## src/rtl/ptp_int_ctl_n_pkg.sv

```systemverilog
// ptp_int_ctl_n_pkg
// Shared definitions for the N-source PTP interrupt controller:
//   - register byte offsets relative to the controller base address
//   - interrupt FSM state encoding
//   - a small address-match helper used by the register decode
`timescale 1ns/1ps

package ptp_int_ctl_n_pkg;

    localparam logic [31:0] INT_STATUS_OFS = 32'h00;
    localparam logic [31:0] INT_ENABLE_OFS = 32'h04;
    localparam logic [31:0] INT_MODE_OFS   = 32'h08;
    localparam logic [31:0] INT_PEND_OFS   = 32'h0C;
    localparam logic [31:0] INT_HOLD_OFS   = 32'h10;
    localparam logic [31:0] INT_SET_OFS    = 32'h14;

    typedef enum logic [1:0] {
        ST_IDLE   = 2'd0,
        ST_ASSERT = 2'd1,
        ST_HOLD   = 2'd2
    } int_state_t;

    // Full 32-bit equality match; no aliasing of the register window.
    function automatic logic addrHit(input logic [31:0] addr,
                                     input logic [31:0] base,
                                     input logic [31:0] ofs);
        return addr == (base + ofs);
    endfunction

endpackage

```

## src/rtl/ptp_int_ctl_n_sync.sv

```systemverilog
// ptp_int_sync
// Brings NUM_INT interrupt sources onto the bus clock and produces a
// rising-edge vector.
//   i_clk    : bus clock
//   i_rst_n  : synchronous active-low reset
//   i_src    : raw interrupt sources
//   o_sync   : synchronised sources (s)
//   o_rise   : s & ~prev, one cycle per rising edge of s
`timescale 1ns/1ps

module ptp_int_sync #(
    parameter int NUM_INT     = 3,
    parameter int SYNC_STAGES = 2
) (
    input  logic               i_clk,
    input  logic               i_rst_n,
    input  logic [NUM_INT-1:0] i_src,
    output logic [NUM_INT-1:0] o_sync,
    output logic [NUM_INT-1:0] o_rise
);

    logic [NUM_INT-1:0] w_sync;
    logic [NUM_INT-1:0] r_prev;

    generate
        if (SYNC_STAGES == 0) begin : g_nosync
            assign w_sync = i_src;
        end else begin : g_sync
            logic [NUM_INT-1:0] r_stage [SYNC_STAGES];

            // Plain shift chain; the last stage is the synchronised view.
            always_ff @(posedge i_clk) begin
                if (!i_rst_n) begin
                    for (int i = 0; i < SYNC_STAGES; i++) begin
                        r_stage[i] <= '0;
                    end
                end else begin
                    r_stage[0] <= i_src;
                    for (int i = 1; i < SYNC_STAGES; i++) begin
                        r_stage[i] <= r_stage[i-1];
                    end
                end
            end

            assign w_sync = r_stage[SYNC_STAGES-1];
        end
    endgenerate

    // prev tracks s every cycle independent of MODE, so switching a bit
    // from level to edge never fabricates an edge. Resetting to 0 means a
    // source already high at reset release yields one edge event.
    always_ff @(posedge i_clk) begin
        if (!i_rst_n) begin
            r_prev <= '0;
        end else begin
            r_prev <= w_sync;
        end
    end

    assign o_sync = w_sync;
    assign o_rise = w_sync & ~r_prev;

endmodule

```

## src/rtl/ptp_int_ctl_n.sv

```systemverilog
// ptp_int_ctl_n
// Parametrised N-source PTP interrupt controller on the bus2ip bus.
// Sources are synchronised, detected per bit as edge or level, latched
// into sticky W1C STATUS, masked by ENABLE and combined into int_ptp_o
// with an optional holdoff (coalescing) period after each service.
//   bus2ip_clk/bus2ip_rst_n : clock, synchronous active-low reset
//   bus2ip_addr_i/data_i    : byte address and write data
//   bus2ip_rd_ce_i/wr_ce_i  : one-cycle read/write strobes
//   ip2bus_data_o           : registered read data, 0 when not addressed
//   int_src_i               : raw interrupt sources
//   int_ptp_o               : combined registered interrupt
`timescale 1ns/1ps

module ptp_int_ctl_n
    import ptp_int_ctl_n_pkg::*;
#(
    parameter logic [31:0] INT_BASE_ADDR = 32'h300,
    parameter int          NUM_INT       = 3,
    parameter int          SYNC_STAGES   = 2,
    parameter int          HOLD_W        = 16,
    parameter logic [31:0] MODE_RST      = 32'h0
) (
    input  logic               bus2ip_clk,
    input  logic               bus2ip_rst_n,
    input  logic [31:0]        bus2ip_addr_i,
    input  logic [31:0]        bus2ip_data_i,
    input  logic               bus2ip_rd_ce_i,
    input  logic               bus2ip_wr_ce_i,
    output logic [31:0]        ip2bus_data_o,
    input  logic [NUM_INT-1:0] int_src_i,
    output logic               int_ptp_o
);

    logic [NUM_INT-1:0] r_status;
    logic [NUM_INT-1:0] r_enable;
    logic [NUM_INT-1:0] r_mode;
    logic [HOLD_W-1:0]  r_holdoff;
    logic [HOLD_W-1:0]  r_cnt;
    int_state_t         r_state;
    logic               r_int;
    logic [31:0]        r_rdata;

    logic [NUM_INT-1:0] w_sync;
    logic [NUM_INT-1:0] w_rise;
    logic [NUM_INT-1:0] w_event;
    logic [NUM_INT-1:0] w_pending;
    logic [NUM_INT-1:0] w_w1c;
    logic [NUM_INT-1:0] w_set;
    logic               w_hit_status;
    logic               w_hit_enable;
    logic               w_hit_mode;
    logic               w_hit_pend;
    logic               w_hit_hold;
    logic               w_hit_set;
    logic [31:0]        w_rd_val;
    logic               w_unused_data;

    ptp_int_sync #(
        .NUM_INT     (NUM_INT),
        .SYNC_STAGES (SYNC_STAGES)
    ) u_sync (
        .i_clk   (bus2ip_clk),
        .i_rst_n (bus2ip_rst_n),
        .i_src   (int_src_i),
        .o_sync  (w_sync),
        .o_rise  (w_rise)
    );

    assign w_hit_status = addrHit(bus2ip_addr_i, INT_BASE_ADDR, INT_STATUS_OFS);
    assign w_hit_enable = addrHit(bus2ip_addr_i, INT_BASE_ADDR, INT_ENABLE_OFS);
    assign w_hit_mode   = addrHit(bus2ip_addr_i, INT_BASE_ADDR, INT_MODE_OFS);
    assign w_hit_pend   = addrHit(bus2ip_addr_i, INT_BASE_ADDR, INT_PEND_OFS);
    assign w_hit_hold   = addrHit(bus2ip_addr_i, INT_BASE_ADDR, INT_HOLD_OFS);
    assign w_hit_set    = addrHit(bus2ip_addr_i, INT_BASE_ADDR, INT_SET_OFS);

    assign w_w1c = (bus2ip_wr_ce_i && w_hit_status) ? bus2ip_data_i[NUM_INT-1:0] : '0;
    assign w_set = (bus2ip_wr_ce_i && w_hit_set)    ? bus2ip_data_i[NUM_INT-1:0] : '0;

    // Data bits above NUM_INT/HOLD_W are intentionally ignored.
    assign w_unused_data = ^bus2ip_data_i;

    assign w_event   = (r_mode & w_rise) | (~r_mode & w_sync);
    assign w_pending = r_status & r_enable;

    // Clear is applied first, so a concurrent event or software set wins;
    // a level source that is still high therefore re-sets its bit.
    always_ff @(posedge bus2ip_clk) begin
        if (!bus2ip_rst_n) begin
            r_status <= '0;
        end else begin
            r_status <= (r_status & ~w_w1c) | w_event | w_set;
        end
    end

    // Software-writable configuration registers.
    always_ff @(posedge bus2ip_clk) begin
        if (!bus2ip_rst_n) begin
            r_enable  <= '0;
            r_mode    <= MODE_RST[NUM_INT-1:0];
            r_holdoff <= '0;
        end else if (bus2ip_wr_ce_i) begin
            if (w_hit_enable) begin
                r_enable <= bus2ip_data_i[NUM_INT-1:0];
            end
            if (w_hit_mode) begin
                r_mode <= bus2ip_data_i[NUM_INT-1:0];
            end
            if (w_hit_hold) begin
                r_holdoff <= bus2ip_data_i[HOLD_W-1:0];
            end
        end
    end

    always_comb begin
        w_rd_val = '0;
        if (w_hit_status) begin
            w_rd_val = 32'(r_status);
        end else if (w_hit_enable) begin
            w_rd_val = 32'(r_enable);
        end else if (w_hit_mode) begin
            w_rd_val = 32'(r_mode);
        end else if (w_hit_pend) begin
            w_rd_val = 32'(w_pending);
        end else if (w_hit_hold) begin
            w_rd_val = 32'(r_holdoff);
        end
    end

    // Read data is zero whenever no read strobe is present so it can be
    // ORed with the other slaves' read data.
    always_ff @(posedge bus2ip_clk) begin
        if (!bus2ip_rst_n) begin
            r_rdata <= '0;
        end else begin
            r_rdata <= bus2ip_rd_ce_i ? w_rd_val : '0;
        end
    end

    // Interrupt FSM. After the pending set empties, the output stays low
    // for HOLDOFF cycles before new pending bits can re-raise it; the
    // count is captured on entry to HOLD so HOLDOFF writes during a hold
    // only affect the next one.
    always_ff @(posedge bus2ip_clk) begin
        if (!bus2ip_rst_n) begin
            r_state <= ST_IDLE;
            r_cnt   <= '0;
            r_int   <= 1'b0;
        end else begin
            case (r_state)
                ST_IDLE: begin
                    if (|w_pending) begin
                        r_state <= ST_ASSERT;
                        r_int   <= 1'b1;
                    end
                end
                ST_ASSERT: begin
                    if (w_pending == '0) begin
                        r_int <= 1'b0;
                        if (r_holdoff == '0) begin
                            r_state <= ST_IDLE;
                        end else begin
                            r_cnt   <= r_holdoff;
                            r_state <= ST_HOLD;
                        end
                    end
                end
                ST_HOLD: begin
                    r_cnt <= r_cnt - HOLD_W'(1);
                    if (r_cnt == HOLD_W'(1)) begin
                        r_state <= ST_IDLE;
                    end
                end
                default: begin
                    r_state <= ST_IDLE;
                    r_int   <= 1'b0;
                end
            endcase
        end
    end

    assign ip2bus_data_o = r_rdata;
    assign int_ptp_o     = r_int;

endmodule

```

## config.mk

```make
export PLATFORM = sky130hd
export DESIGN_NAME = ptp_int_ctl_n
export DESIGN_NICKNAME = d
export VERILOG_FILES = /design/src/rtl/ptp_int_ctl_n_pkg.sv /design/src/rtl/ptp_int_ctl_n_sync.sv /design/src/rtl/ptp_int_ctl_n.sv
export SDC_FILE = /design/constraint.sdc
export NUM_CORES = 1
export LEC_CHECK = 0
export CAP_MARGIN = 20
export CORE_UTILIZATION = 35
export DETAILED_ROUTE_END_ITERATION = 16
export HOLD_SLACK_MARGIN = 0.08
export PLACE_DENSITY = 0.73
export SLEW_MARGIN = 20
export SYNTH_ARGS = -nofsm -noshare
export SYNTH_HDL_FRONTEND = slang
export SYNTH_SLANG_ARGS = --single-unit
```

## constraint.sdc

```tcl
create_clock -name bus2ip_clk -period 2.8 [get_ports bus2ip_clk]
set_input_delay 0.56 -clock bus2ip_clk [delete_from_list [all_inputs] [get_ports bus2ip_clk]]
set_output_delay 0.56 -clock bus2ip_clk [all_outputs]
set_load 0.01 [all_outputs]
```

# Yosys cells after proc, flatten, opt, wreduce, memory -nomap -nowiden
# Memory sizes are Yosys's and may differ from the RTL's.
# Index checks and enable logic that the tools add are counted.
# classes
n_bitwise	17
n_eq_ne	13
mux	22
add_sub_neg	1
n_reduce_logical	16
# ops
cell	n
32-bit by 10-bit == test with 1-bit output (second input constant)	6
16-bit 2-to-1 mux	2
16-bit case mux with 2 select lines	1
3-bit 2-to-1 mux	9
16-bit by 1-bit == test with 1-bit output (second input constant)	1
16-bit zero test	1
16-bit by 1-bit subtractor with 16-bit output (second input constant)	1
3-bit AND	5
3-bit inverter	3
3-bit bitwise OR	3
3-bit AND reduction	3
2-bit 2-to-1 mux	4
2-bit inequality test (second input constant)	4
2-bit AND reduction	4
7-bit OR reduction	1
2-bit case mux with 3 select lines	1
6-bit OR reduction	1
1-bit 2-to-1 mux	4
1-bit inverter	4
3-bit zero test	1
1-bit case mux with 3 select lines	1
3-bit OR reduction	1
2-bit by 1-bit == test with 1-bit output (second input constant)	1
2-bit == test (second input constant)	1
4 further kinds	6
# totals
ff_bits	79
memories	1
out_inout_bits	33
mem_bits_rw	6
inputBits	71
elab_cells	81
# mem_list
memory	words	width	read_ports	rd_clocked_by_memory_dff	wr	line	text
u_sync.g_sync.r_stage	2	3	2	0	2	ptp_int_ctl_n_sync.sv:29	logic [NUM_INT-1:0] r_stage [SYNC_STAGES];

# Logic depth before layout (Yosys ltp)
# Gate-level depths: netlist of the first run.
# logic_depth
ltp_word	7
ltp_mapped	8
depth_no_buf	7

# By module
# From an unflattened synthesis of the first run, not the netlist that was laid out.
# hier_totals
hier_cells	388
hier_area_um2	3560.9
# modules_own_cells
module	instances	cells_each	seq_area_each_um2	area_each_um2
ptp_int_ctl_n	1	364	1201.2	3283.1
ptp_int_sync	1	24	180.2	277.8

# Least setup slack after synthesis of the first run
# OpenSTA, ideal clock, no wires.
# synth_timing
path_kind	input to register
startpoint	input port bus2ip_addr_i[12]
endpoint	register r_holdoff[10]
setup_time_ns	0.116
path_buffers	1
slack_ns	0.379
stages	6
arrival_ns	2.305
required_ns	2.684
path_cell_list	or3_1 -> or4_4 -> nor4_4 -> buf_6 -> mux2i_1 -> nor2b_1
# synth_between
elab_chain_cells	2
# synth_rtl
element	line	text
start, declared	ptp_int_ctl_n.sv:25	input logic [31:0] bus2ip_addr_i,
32-bit by 10-bit == test with 1-bit output	ptp_int_ctl_n_pkg.sv:27	return addr == (base + ofs);
2-bit AND reduction (no line)	--	
end signal, assigned	ptp_int_ctl_n.sv:109	r_holdoff <= bus2ip_data_i[HOLD_W-1:0];
end, declared	ptp_int_ctl_n.sv:37	logic [HOLD_W-1:0] r_holdoff;
# Every way passes these cells.
# A chain may end at the register's enable or synchronous reset.

# Worst setup path after layout of the first run
# layout_timing
startpoint	input port bus2ip_addr_i[12]
endpoint	register r_status[2]
# layout_between
elab_chain_cells	7
word_cells_on_any_way	10
cone_classes	eq/ne: 2; mux: 2; bitwise: 4; reduce/logical: 2
# layout_rtl
element	line	text
32-bit by 10-bit == test with 1-bit output	ptp_int_ctl_n_pkg.sv:27	
1-bit logical AND	ptp_int_ctl_n.sv:76	assign w_w1c = (bus2ip_wr_ce_i && w_hit_status) ? bus2ip_data_i[NUM_INT-1:0] : '0;
3-bit 2-to-1 mux	ptp_int_ctl_n.sv:76	
3-bit inverter	ptp_int_ctl_n.sv:91	r_status <= (r_status & ~w_w1c) | w_event | w_set;
3-bit AND	ptp_int_ctl_n.sv:91	
3-bit bitwise OR	ptp_int_ctl_n.sv:91	
3-bit bitwise OR (*)	ptp_int_ctl_n.sv:91	
end signal, assigned	ptp_int_ctl_n.sv:91	
end, declared	ptp_int_ctl_n.sv:34	logic [NUM_INT-1:0] r_status;
# Mark *: on every way between the ends. The rest lies on a longest branch, timed or not.

==> flow_metrics.py, run 1 <==
metrics = {
    "cts": {
        "cts_max_level": 3,
        "clock_sinks": 69,
        "clock_latency_ps": 350,
        "hold_buffers": 0,
        "cts_tree": "built",
        "cts.root.buffer_cell": "clkbuf_8",
        "postCtsSetupBuffers": 0,
        "cts_resized": 0,
        "cts_buffers": 9,
        "clock_path_buffers": 2,
        "cts.clk_slew.worst_paths_ps": 70,
    },
    "logic_synthesis": {
        "syn_avg_cell_area_um2": 8.85,
        "synth_area_leaders": "dfxtp_1 (40%), mux2i_1 (7.3%), nand2_1 (4.6%), and2_1 (4.2%), nor2b_1 (3.8%)",
        "ys_types": 51,
        "yosysTopAreaCell": "dfxtp_1",
        "yosysTopAreaCellShare": 0.402,
        "yosysSeqAreaShare": 0.402,
        "yosys_warnings": 0,
        "synth-edff-count": 0,
        "synth-seq-cells": 69,
        "synth-main-ff-cell": "dfxtp_1",
        "async_flop_share": 0,
        "synthCells": 388,
        "synth_area_um2": 3430,
    },
    "worst_setup_path": {
        "startpoint": "bus2ip_addr_i[12]",
        "path_common_cell": "or3_1",
        "critPathLaunchType": "primary input",
        "worst-path-stages": 7,
        "required_ps": 3020,
        "reg2regPathDepth": 7,
        "crit_family": "simple AND/OR/NAND/NOR gates",
        "r2r-start": "r_cnt[0]$_SDFFE_PN0P_",
        "arrival_ps": 2720,
        "crit_buf_inv": 2,
        "crit_slowest_cell": "or3_1",
        "crit_path_max_incr_delay_ps": 420,
        "criticalPathCategory": "in -> reg",
        "endpoint_kind": "flip-flop",
        "cp_max_fo": 3,
        "crit_chain": "clkdlybuf4s50_1, or3_1, or3_2, or3_1, buf_4, o21ai_0, a21boi_0",
    },
    "sta": {
        "fin_crit_sh": 0.891,
        "setup_viol": 0,
        "hold_violations": 0,
        "period_needed_ps": 2500,
        "worstMarginPinSlew_ps": 842,
        "slew_viol_final": 0,
        "rsz0062_at_grt": "no",
        "fin_worst_skew_ps": 9.85,
        "slew_headroom": 0.439,
        "fmax_ghz": 0.401,
    },
    "routing": {
        "vias": 2960,
        "via_per_inst": 5.00,
        "wire_per_inst_um": 13.5,
        "drt_iter0_drc": 197,
        "antenna_left": 0,
        "wl_um": 7990,
        "firstDrtPassIters": 4,
        "drc": 0,
    },
    "min_path": {
        "holdCritPathClass": "reg -> reg",
        "hold_depth": 1,
        "min_from": "u_sync.g_sync.r_stage[0][1]$_SDFF_PN0_",
    },
    "layout": {
        "fin_area_um2": 4470,
        "post-route-util": 0.477,
        "diodes": 0,
        "area_delta_synth_final_pct": 30.3,
        "nets": 534,
        "drive_above_1_share": 0.0950,
    },
    "floorplanning": {
        "die_area_um2": 10200,
        "io_pins": 104,
        "fp.dieW_um": 101,
        "rows": 35,
        "start_util": 0.366,
        "die_y_um": 101,
        "coreArea_um2": 9370,
    },
    "placement": {
        "place.gp.congestion": 0.920,
        "port_buffers": 71,
        "post_dp_cell_area_um2": 4250,
        "hpwl_um": 5840,
    },
    "global_routing": {
        "antenna_found_initial": 0,
        "grt_max_degree": 45,
        "first_global_vias": 2722,
        "grt_pass1_wl_um": 12600,
        "overflow": 0,
        "grt_usage": 0.158,
    },
    "power": {
        "leakagePower_uw": 0.00159,
        "powerDensity_nw_per_um2": 457,
        "peakVddDrop_mv": 0.194,
    },
    "flow_run": {
        "cap_violations": 0,
    },
    "outcome": {
        "outcome": "completed",
    },
}
registers in the layout (all words and copies together), names as in the netlist:
signal / flops
ip2bus_data_o: 16
int_ptp_o: 1
u_sync.g_sync.r_stage: 6
r_holdoff: 16
r_mode: 3
r_enable: 3
r_status: 3
u_sync.r_prev: 3
r_cnt: 16
r_state: 2
placed cells by master, fill, tap and decap left out, drive strengths merged, types with 6 or more instances in the layout:
master and count:
a21boi 7, a21oi 16, and2 23, buf 13, clkbuf 9, clkdlybuf4s50 70, conb 16, dfxtp 69
inv 11, mux2i 25, nand2 42, nand2b 8, nand3 9, nor2 13, nor2b 21, nor3 6
nor4 15, o21ai 13, o22ai 7
kinds of logic after synthesis:
group / count (synthesis) / share of synthesized area
xor gates and xnor gates: 1 / 0.00255
other: 1 / 0.00109
adders and majority gates: 5 / 0.0182
and+or+nand+nor: 165 / 0.282
muxes: 28 / 0.0827
DFF: 69 / 0.402
AOI/OAI and AO/OA: 71 / 0.139
buffers and inverters: 48 / 0.0722
final cells by class:
cell class              instances  area [µm²]
clock buffers                   9         124
clock inverters                 7        97.6
fillers                       891        4900
inverters                       9        33.8
multi-input cells             286        1870
flip-flops and latches         69        1380
well taps                     129         161
repair buffers                 83         808
synthesized netlist by cell type, drive strengths merged (4+ instances only):
library cell and number:
a21boi 7, a21oi 16, a31oi 4, and2 23
buf 18, clkbuf 21, dfxtp 69, ha 5
inv 9, mux2i 25, nand2 42, nand2b 8
nand3 9, nor2 13, nor2b 21, nor3 6
nor3b 4, nor4 15, nor4b 4, o21ai 13
o22ai 7, o2bb2ai 5, o31a 4, or3 4
final timing paths:
check / to / slack (ps)
worst max register to register: r_cnt[14]$_SDFFE_PN0P_ / 580
worst min-delay path: u_sync.g_sync.r_stage[0][4]$_SDFF_PN0_ / 440
worst min register to register: u_sync.g_sync.r_stage[0][4]$_SDFF_PN0_ / 440
worst max-delay path: r_status[2]$_SDFF_PN0_ / 300
per-layer routing:
metal	wire length [µm]	vias up	global-route usage
met1	3630	1350	0.194
met5	0	-	0
met3	555	13	0.0416
met4	141	0	0.0624
met2	3660	112	0.264
li1	-	1485	-
metrics by stage:
stage / setup WS [ps] / hold slack [ps] / TNS, ps / cells / total power, µW
final: 304 / 437 / 0 / 592 / 2040
after global routing: 182 / 458 / 0 / 592 / 2120
after CTS: 288 / 440 / 0 / 592 / 2060
after detailed placement: -56.4 / 422 / -192 / 576 / 1160
after global placement: -34.5 / 419 / -102 / 576 / 1160
after floorplan: 379 / 412 / 0 / 403 / 1080
power by group:
| part | total, µW | internal (µW) | switching (µW) |
|---|---|---|---|
| Combinational | 146 | 86.3 | 59.8 |
| Sequential | 992 | 988 | 3.86 |
| Clock | 905 | 505 | 400 |
| Total | 2040 | 1580 | 463 |
Power figures use the tool's default switching activity.
==> run 2, diff against run 1 <==
Settings changed: CTS_CLUSTER_DIAMETER set to 50, DONT_BUFFER_PORTS set to 1, PLACE_DENSITY 0.73 to 0.59.
==> flow_metrics.py, run 2 (synthesized netlist as in run 1, its figures left out) <==
metrics = {
    "layout": {
        "fill_cells": 968,
        "final_cell_mix": "dfxtp_1 (69), nand2_1 (42), mux2i_1 (25)",
        "nets": 457,
        "diodes": 0,
        "drive_above_1_share": 0.0909,
        "area_delta_synth_final_pct": 6.85,
        "mostFrequentLayoutCell": "dfxtp_1",
        "fin_area_um2": 3670,
    },
    "routing": {
        "drt_iter0_drc": 148,
        "antenna_left": 0,
        "via_per_inst": 5.25,
        "drc": 0,
        "wl_um": 7430,
        "vias": 2696,
        "wire_per_inst_um": 14.4,
        "firstDrtPassIters": 6,
    },
    "worst_setup_path": {
        "critPathLaunchType": "primary input",
        "r2r-start": "r_cnt[7]$_SDFFE_PN0P_",
        "required_ps": 3070,
        "cp_max_fo": 5,
        "endpoint": "r_enable[0]$_SDFFE_PN0P_",
        "endpoint_kind": "flip-flop",
        "reg2reg_slack_ps": 660,
        "arrival_ps": 2440,
        "r2r-end": "r_cnt[11]$_SDFFE_PN0P_",
        "reg2regPathDepth": 5,
        "startpoint": "bus2ip_addr_i[12]",
        "criticalPathCategory": "in -> reg",
    },
    "floorplanning": {
        "die_area_um2": 10200,
        "rows": 35,
        "start_util": 0.366,
        "coreArea_um2": 9370,
        "die_y_um": 101,
        "fp.dieW_um": 101,
        "io_pins": 104,
    },
    "cts": {
        "cts_resized": 0,
        "clock_latency_ps": 340,
        "cts.root.buffer_cell": "clkbuf_8",
        "clock_path_buffers": 2,
        "postCtsSetupBuffers": 0,
        "cts_tree": "built",
        "clock_sinks": 69,
        "cts_max_level": 3,
        "cts_buffers": 9,
        "hold_buffers": 0,
        "cts.clk_slew.worst_paths_ps": 70,
    },
    "sta": {
        "tns_ps": 0,
        "fin_crit_sh": 0.773,
        "slew_headroom": 0.633,
        "hold_violations": 0,
        "period_needed_ps": 2160,
        "rsz0062_at_grt": "no",
        "fmax_ghz": 0.462,
        "setup_viol": 0,
        "slew_viol_final": 0,
        "fin_worst_skew_ps": 6.55,
        "worstMarginPinSlew_ps": 546,
    },
    "global_routing": {
        "grt_pass1_wl_um": 12100,
        "grt_max_degree": 73,
        "antenna_found_initial": 0,
        "first_global_vias": 2535,
        "overflow": 0,
        "grt_usage": 0.154,
    },
    "power": {
        "powerDensity_nw_per_um2": 491,
        "peakVddDrop_mv": 0.218,
        "leakagePower_uw": 0.00128,
    },
    "min_path": {
        "holdCritPathClass": "in -> reg",
    },
    "outcome": {
        "outcome": "completed",
    },
    "placement": {
        "hpwl_um": 5180,
        "post_dp_cell_area_um2": 3490,
        "place.gp.congestion": 0.855,
        "port_buffers": 0,
    },
    "flow_run": {
        "cap_violations": 0,
    },
}
==> run 2: cell count changes in the layout (fill, tap and decap cells not counted), sizes merged, moves of 2 or more <==
cell / change
buf: -7
clkdlybuf4s50: -70
clkinv: +2
inv: -2
==> run 2: worst max-delay path, stage by stage <==
cell,delay (ps)
or3_1,370
or3_2,410
or3_1,470
nor4b_4,400
mux2i_1,230
==> run 2: worst min-delay path by stage <==
stage               slack [ps]  cells after the start                                      to                                    from
finish                     340                      1  u_sync.g_sync.r_stage[0][1]$_SDFF_PN0_                            int_src_i[1]
floorplan                  410                      1  u_sync.g_sync.r_stage[0][3]$_SDFF_PN0_  u_sync.g_sync.r_stage[0][0]$_SDFF_PN0_
global placement           420                      1  u_sync.g_sync.r_stage[0][4]$_SDFF_PN0_  u_sync.g_sync.r_stage[0][1]$_SDFF_PN0_
CTS                        320                      1  u_sync.g_sync.r_stage[0][1]$_SDFF_PN0_                            int_src_i[1]
global route               320                      1  u_sync.g_sync.r_stage[0][0]$_SDFF_PN0_                            int_src_i[0]
detailed placement         420                      1  u_sync.g_sync.r_stage[0][3]$_SDFF_PN0_  u_sync.g_sync.r_stage[0][0]$_SDFF_PN0_
==> run 2: area by class of cell <==
| class | instances | area [µm²] | area share |
|---|---|---|---|
| clock buffer | 10 | 128 | 0.0348 |
| multi-input combinational | 286 | 1870 | 0.509 |
| tap | 129 | 161 | 0.0440 |
| clock inverter | 5 | 52.6 | 0.0143 |
| timing repair buffer | 6 | 45.0 | 0.0123 |
| inverter | 9 | 33.8 | 0.00921 |
| sequential | 69 | 1380 | 0.377 |
==> run 2: power by group <==
group	switching (µW)	total, µW	internal (µW)
logic	24.2	42.6	18.4
registers	3.63	992	988
clock network	366	768	402
total	394	1800	1410
==> run 2: per-layer routing <==
layer,up-vias,wire length [µm],share of wire,track usage
met5,-,0,0,0
met4,0,72,0.0097,0.0535
met3,5,517,0.070,0.0499
met2,89,3420,0.46,0.244
met1,1270,3420,0.46,0.195
li1,1332,-,-,-
==> run 2: metrics by stage <==
step / hold slack [ps] / util / instances / power (µW) / worst slack (ps)
2_1_floorplan: 412 / - / 403 / 1080 / 379
3_3_place_gp: 417 / 0.372 / 499 / 1060 / 327
3_5_place_dp: 420 / 0.372 / 499 / 1060 / 285
4_1_cts: 324 / 0.391 / 514 / 1830 / 643
5_1_grt: 318 / 0.391 / 514 / 1880 / 458
6_report: 342 / 0.391 / 514 / 1800 / 637
